===== config.mk =====
export PLATFORM = sky130hd
export DESIGN_NAME = serial_subtract_ctrl_flat
export DESIGN_NICKNAME = d
export VERILOG_FILES = /design/src/rtl/serial_subtract_ctrl_pkg.sv /design/src/rtl/serial_subtract_ctrl_if.sv /design/src/rtl/serial_subtract_ctrl_full_subtractor.sv /design/src/rtl/serial_subtract_ctrl.sv /design/src/flat_wrapper.sv
export SDC_FILE = /design/constraint.sdc
export NUM_CORES = 1
export LEC_CHECK = 0
export ABC_AREA = 1
export ABC_CLOCK_PERIOD_IN_PS = 2900
export CORE_UTILIZATION = 25
export DETAILED_ROUTE_END_ITERATION = 16
export MAX_ROUTING_LAYER = met4
export SLEW_MARGIN = 30
export SYNTH_ARGS = -nofsm -noshare
export SYNTH_HDL_FRONTEND = slang
export SYNTH_SLANG_ARGS = --single-unit

===== constraint.sdc =====
create_clock -name clk -period 2.9 [get_ports clk]
set_clock_uncertainty 0.2 [all_clocks]
set_input_delay 0.29 -clock clk [delete_from_list [all_inputs] [get_ports clk]]
set_output_delay 0.29 -clock clk [all_outputs]
set_load 0.05 [all_outputs]

===== src/rtl/serial_subtract_ctrl_pkg.sv =====
// Shared definitions for the bit-serial subtractor sequencer.
//   state_e          : FSM state encoding (IDLE, SHIFT, DONE; binary)
//   WIDTH_MIN/MAX    : legal operand width range, checked at elaboration
//   width_is_legal() : helper used by the elaboration check
package serial_subtract_ctrl_pkg;

  typedef enum logic [1:0] {
    S_IDLE  = 2'd0,
    S_SHIFT = 2'd1,
    S_DONE  = 2'd2
  } state_e;

  localparam int WIDTH_MIN = 2;
  localparam int WIDTH_MAX = 32;

  function automatic bit width_is_legal(input int w);
    return (w >= WIDTH_MIN) && (w <= WIDTH_MAX);
  endfunction

endpackage


===== src/rtl/serial_subtract_ctrl_if.sv =====
// Handshake/operand bundle between the arithmetic datapath and the
// bit-serial subtractor sequencer.
//   start      : request, honoured only when the sequencer is idle or done
//   a, b, bin  : minuend, subtrahend, initial borrow (captured with start)
//   busy       : high while bits are being shifted through the cell
//   done       : one-cycle pulse, diff/borrow_out valid
//   diff       : a - b - bin modulo 2^WIDTH
//   borrow_out : final borrow (a < b + bin, unsigned)
// master = requester side, slave = the sequencer.
interface serial_subtract_ctrl_if #(
  parameter int WIDTH = 8
);

  logic             start;
  logic [WIDTH-1:0] a;
  logic [WIDTH-1:0] b;
  logic             bin;
  logic             busy;
  logic             done;
  logic [WIDTH-1:0] diff;
  logic             borrow_out;

  modport master (
    output start, a, b, bin,
    input  busy, done, diff, borrow_out
  );

  modport slave (
    input  start, a, b, bin,
    output busy, done, diff, borrow_out
  );

endinterface


===== src/rtl/serial_subtract_ctrl_full_subtractor.sv =====
// One-bit full subtractor cell: computes a - b - bin.
//   a, b, bin : operand bits and incoming borrow
//   diff      : difference bit
//   borrow    : outgoing borrow
module full_subtractor (
  input  logic a,
  input  logic b,
  input  logic bin,
  output logic diff,
  output logic borrow
);

  // Borrow when b exceeds a, or when they are equal and a borrow comes in.
  assign diff   = a ^ b ^ bin;
  assign borrow = (~a & b) | (~(a ^ b) & bin);

endmodule


===== src/rtl/serial_subtract_ctrl.sv =====
// Sequencer for a WIDTH-bit bit-serial subtractor (a - b - bin, LSB first).
// One full_subtractor cell is reused every cycle; the borrow between bits is
// registered. Result latency is WIDTH+1 cycles from the start cycle.
//   clk   : clock, rising edge
//   rst_n : asynchronous reset, active low
//   bus   : slave side of serial_subtract_ctrl_if (start/a/b/bin in,
//           busy/done/diff/borrow_out out)
module serial_subtract_ctrl
  import serial_subtract_ctrl_pkg::*;
#(
  parameter int WIDTH = 8
) (
  input  logic                   clk,
  input  logic                   rst_n,
  serial_subtract_ctrl_if.slave  bus
);

  localparam int CNT_W = $clog2(WIDTH);

  generate
    if (!width_is_legal(WIDTH)) begin : g_bad_width
      $error("serial_subtract_ctrl: WIDTH %0d outside %0d..%0d", WIDTH, WIDTH_MIN, WIDTH_MAX);
    end
  endgenerate

  state_e             state_q, state_d;
  logic [WIDTH-1:0]   a_sh_q, a_sh_d;
  logic [WIDTH-1:0]   b_sh_q, b_sh_d;
  logic [WIDTH-1:0]   res_q, res_d;
  logic [WIDTH-1:0]   diff_q, diff_d;
  logic [CNT_W-1:0]   cnt_q, cnt_d;
  logic               brw_q, brw_d;
  logic               borrow_out_q, borrow_out_d;
  logic               busy_q, busy_d;
  logic               done_q, done_d;

  logic               cell_diff;
  logic               cell_borrow;
  logic               last_bit;

  full_subtractor u_fs (
    .a      (a_sh_q[0]),
    .b      (b_sh_q[0]),
    .bin    (brw_q),
    .diff   (cell_diff),
    .borrow (cell_borrow)
  );

  assign last_bit = (cnt_q == CNT_W'(WIDTH - 1));

  // Next-state logic. IDLE and DONE share the operand load so a start held
  // in DONE launches the next op without passing through IDLE. The result
  // register fills from the MSB end, so after WIDTH shifts bit 0 of the
  // operands lands at bit 0 of res. diff/borrow_out only change on DONE entry.
  always_comb begin
    state_d      = state_q;
    a_sh_d       = a_sh_q;
    b_sh_d       = b_sh_q;
    res_d        = res_q;
    diff_d       = diff_q;
    cnt_d        = cnt_q;
    brw_d        = brw_q;
    borrow_out_d = borrow_out_q;

    case (state_q)
      S_IDLE, S_DONE: begin
        if (bus.start) begin
          a_sh_d  = bus.a;
          b_sh_d  = bus.b;
          brw_d   = bus.bin;
          res_d   = '0;
          cnt_d   = '0;
          state_d = S_SHIFT;
        end else begin
          state_d = S_IDLE;
        end
      end
      S_SHIFT: begin
        a_sh_d = a_sh_q >> 1;
        b_sh_d = b_sh_q >> 1;
        res_d  = (res_q >> 1) | {cell_diff, {(WIDTH-1){1'b0}}};
        brw_d  = cell_borrow;
        if (last_bit) begin
          diff_d       = res_d;
          borrow_out_d = cell_borrow;
          state_d      = S_DONE;
        end else begin
          cnt_d = cnt_q + CNT_W'(1);
        end
      end
      default: begin
        state_d = S_IDLE;
      end
    endcase

    busy_d = (state_d == S_SHIFT);
    done_d = (state_d == S_DONE);
  end

  always_ff @(posedge clk or negedge rst_n) begin
    if (!rst_n) begin
      state_q      <= S_IDLE;
      a_sh_q       <= '0;
      b_sh_q       <= '0;
      res_q        <= '0;
      diff_q       <= '0;
      cnt_q        <= '0;
      brw_q        <= 1'b0;
      borrow_out_q <= 1'b0;
      busy_q       <= 1'b0;
      done_q       <= 1'b0;
    end else begin
      state_q      <= state_d;
      a_sh_q       <= a_sh_d;
      b_sh_q       <= b_sh_d;
      res_q        <= res_d;
      diff_q       <= diff_d;
      cnt_q        <= cnt_d;
      brw_q        <= brw_d;
      borrow_out_q <= borrow_out_d;
      busy_q       <= busy_d;
      done_q       <= done_d;
    end
  end

  assign bus.busy       = busy_q;
  assign bus.done       = done_q;
  assign bus.diff       = diff_q;
  assign bus.borrow_out = borrow_out_q;

endmodule


===== src/flat_wrapper.sv =====
// flat-port wrapper written by rule: the top's interface ports become plain ports
module serial_subtract_ctrl_flat import serial_subtract_ctrl_pkg::*;
#(
  parameter int WIDTH = 8
)
  (clk, rst_n, bus_start, bus_a, bus_b, bus_bin, bus_busy, bus_done, bus_diff, bus_borrow_out);
  serial_subtract_ctrl_if #(.WIDTH(WIDTH)) bus_i ();
  input  logic clk;
  input  logic rst_n;
  input wire logic [$bits(bus_i.start)-1:0] bus_start;
  input wire logic [$bits(bus_i.a)-1:0] bus_a;
  input wire logic [$bits(bus_i.b)-1:0] bus_b;
  input wire logic [$bits(bus_i.bin)-1:0] bus_bin;
  output wire logic [$bits(bus_i.busy)-1:0] bus_busy;
  output wire logic [$bits(bus_i.done)-1:0] bus_done;
  output wire logic [$bits(bus_i.diff)-1:0] bus_diff;
  output wire logic [$bits(bus_i.borrow_out)-1:0] bus_borrow_out;
  assign bus_i.start = bus_start;
  assign bus_i.a = bus_a;
  assign bus_i.b = bus_b;
  assign bus_i.bin = bus_bin;
  assign bus_busy = bus_i.busy;
  assign bus_done = bus_i.done;
  assign bus_diff = bus_i.diff;
  assign bus_borrow_out = bus_i.borrow_out;
  serial_subtract_ctrl #(.WIDTH(WIDTH)) u_core (.clk(clk), .rst_n(rst_n), .bus(bus_i));
endmodule

==> impl_metrics.toml <==
[finish]
fill_cells = 775
multi_input_area_um2 = 663
nets = 280
mostFrequentLayoutCells = "nand2_1 (74), inv_1 (44), dfrtp_1 (40), nand3_1 (32), clkdlybuf4s50_1 (29)"
area_delta_synth_final_pct = 25.0
layout_commonest_cell = "nand2_1"
layout-drive-gt1-share = 0.0891
seqCellArea_mm2 = 0.00100
antenna_cells = 0

[timing]
fmax_mhz = 512
hold_viol_final = 0
fin_crit_ns = 1.95
fin_hold_ws_ns = 0.283
fin_tns_setup_ns = 0
grt_setup_unrepaired = "no"
setup_viol_count_final = 0
maxSlewHeadroom = 0.602
finalCritPeriodShare = 0.673
setup_ws_ns = 0.948
worst_pin_slew_ns = 0.597
slew_viol_final = 0

[floorplanning]
initial_core_util = 0.262
die_w_um = 89.7
fp.dieH_um = 89.7
dieArea_mm2 = 0.00804
core_area_mm2 = 0.00733
io_pins = 31
num_rows = 31

[setup_path]
startpoint_type = "flip-flop"
worst_ep_required_time_ns = 2.41
critPathSlowestCell = "clkdlybuf4s50_1"
cp_data_arrival_time_ns = 1.46
critPathBufInv = 1
cp_cell_sequence = "clkdlybuf4s50_1"
endpoint_kind = "output port"
critPathMaxStageDelay_ns = 0.81
crit-reg2reg-launch = "u_core.state_q[0]$_DFF_PN0_"
cp-startpoint = "u_core.bus.diff[6]$_DFFE_PN0P_"
critPathKind = "reg -> out"
crit_family = "buffers and inverters"
crit_fanout = 2

[yosys]
syn_area_mm2 = 0.00192
yosysTopAreaCell = "dfrtp_1"
synth.distinct_cells = 19
yosys_warnings = 0
yosys-top-cells-area = "dfrtp_1 (52%), nand2_1 (14%), inv_1 (8.6%)"
syn_nets = 250
synth-seq-cells = 40
syn_inst = 227
synth_top_area_share = 0.521
syn_area_per_cell_um2 = 8.46
ys_seq_area_frac = 0.521

[clocking]
ctsHtreeMaxLevel = 2
path_clk_slew_ns = 0.08
cts_root_buf = "clkbuf_8"
cts_buffers = 5
cts_tree = "done"
cts_setup_buffers = 0
cts_buffer_depth = 2
clock_latency_ns = 0.29
clock_sinks = 40

[power_and_ir_drop]
internal-power_mw = 1.57
power.density_mw_per_mm2 = 1150
power_switching_mw = 1.19
vdd_ir_drop_max_uv = 299
p_comb_frac = 0.471
power_frac_clock = 0.172
swShare = 0.432
power_leakage_nw = 1.26
pwr-share-seq = 0.357

[global_route]
grt_pass1_vias = 1378
overflow = 0
track_usage = 0.104
grt_max_degree = 41
grt_pass1_wl_um = 6150
antenna_found_initial = 0

[route]
finalWirelength_um = 3530
drt_pass1_iterations = 4
post_drt_via_cell_ratio = 4.01
drt_iter0_markers = 66
vias = 1431
postRouteAntennaNets = 0
drc = 0
wire_per_inst_um = 9.89

[place]
port_buffers = 30
dp_worst_setup_slack_ns = 0.975
gp_congestion = 0.758
hpwl_um = 2540

[run_status]
status = "completed"

[worst_hold_path]
hold_start = "u_core.res_q[5]$_DFFE_PN0P_"
hp-class = "reg -> reg"

[job]
cap_violations = 0
-- cells by family (layout without fill, tap and decap cells) --
family / count (synthesis) / in the layout / share of synthesized area
simple gates: 112 / 112 / 0.266
fa+ha+maj: 3 / 3 / 0.0235
compound gates: 17 / 17 / 0.0560
flops: 40 / 40 / 0.521
buf+inv: 55 / 86 / 0.134
-- cell type report --
cell class              instances  share of cell area
flip-flops and latches         40               0.417
multi-input cells             132               0.276
repair buffers                 31               0.128
inverters                      47              0.0766
well taps                      99              0.0516
clock buffers                   6              0.0344
clock inverters                 2              0.0162
-- cells in the mapped netlist (all sizes together) --
| cell type | count |
|---|---|
| ha | 2 |
| inv | 46 |
| dfrtp | 40 |
| nand3 | 32 |
| o21ai | 17 |
| nand2 | 78 |
| fa | 1 |
| nor2 | 1 |
| buf | 8 |
| clkinv | 1 |
| nand3b | 1 |
-- state kept, by name (all words and copies together) (netlist names) --
| name | flops |
|---|---|
| u_core.bus.diff | 8 |
| u_core.res_q | 7 |
| u_core.a_sh_q | 8 |
| u_core.state_q | 2 |
| u_core.cnt_q | 3 |
| u_core.bus.done | 1 |
| u_core.bus.busy | 1 |
| u_core.b_sh_q | 8 |
| u_core.brw_q | 1 |
| u_core.bus.borrow_out | 1 |
-- metrics by stage --
step | total power [mW] | instances | cell area (µm²) | util
2_1_floorplan | 2.03 | 227 | 1920 | -
6_report | 2.76 | 357 | 2400 | 0.328
4_1_cts | 2.80 | 357 | 2400 | 0.327
5_1_grt | 3.02 | 357 | 2400 | 0.328
3_5_place_dp | 2.32 | 348 | 2270 | 0.309
3_3_place_gp | 2.29 | 348 | 2270 | 0.309
-- final timing paths --
check                      slack [ns]  cells after the start                            to
max                              0.95                      1                   bus_diff[6]
min                              0.28                      2   u_core.res_q[4]$_DFFE_PN0P_
max reg2reg                      0.99                      5  u_core.b_sh_q[1]$_DFFE_PN0P_
min reg2reg                      0.28                      2   u_core.res_q[4]$_DFFE_PN0P_
max in group asynchronous        1.84                      2  u_core.a_sh_q[4]$_DFFE_PN0P_
min in group asynchronous        0.30                      2     u_core.bus.busy$_DFF_PN0_
-- power by group through the flow --
| stage | clock network (mW) | logic [mW] | registers, mW |
|---|---|---|---|
| floorplan | 0 | 0.845 | 1.18 |
| global placement | 0 | 1.29 | 0.993 |
| detailed placement | 0 | 1.32 | 0.995 |
| CTS | 0.490 | 1.32 | 0.991 |
| global route | 0.512 | 1.48 | 1.02 |
| finish | 0.474 | 1.30 | 0.987 |
-- routing by layer --
| metal | vias up | global-route usage | part of all wire |
|---|---|---|---|
| met5 | - | - | 0 |
| met1 | 657 | 0.130 | 0.48 |
| li1 | 743 | - | - |
| met3 | 5 | 0.0302 | 0.043 |
| met4 | 0 | 0.0346 | 0.014 |
| met2 | 26 | 0.163 | 0.46 |
-- timing repair --
item | CTS | global route
setup endpoints to repair | 0 | 0
hold buffers | 1 | 0
resized for setup | 0 | 0
endpoints found under the hold margin | 40 | 0
Power figures use the tool's default switching activity.
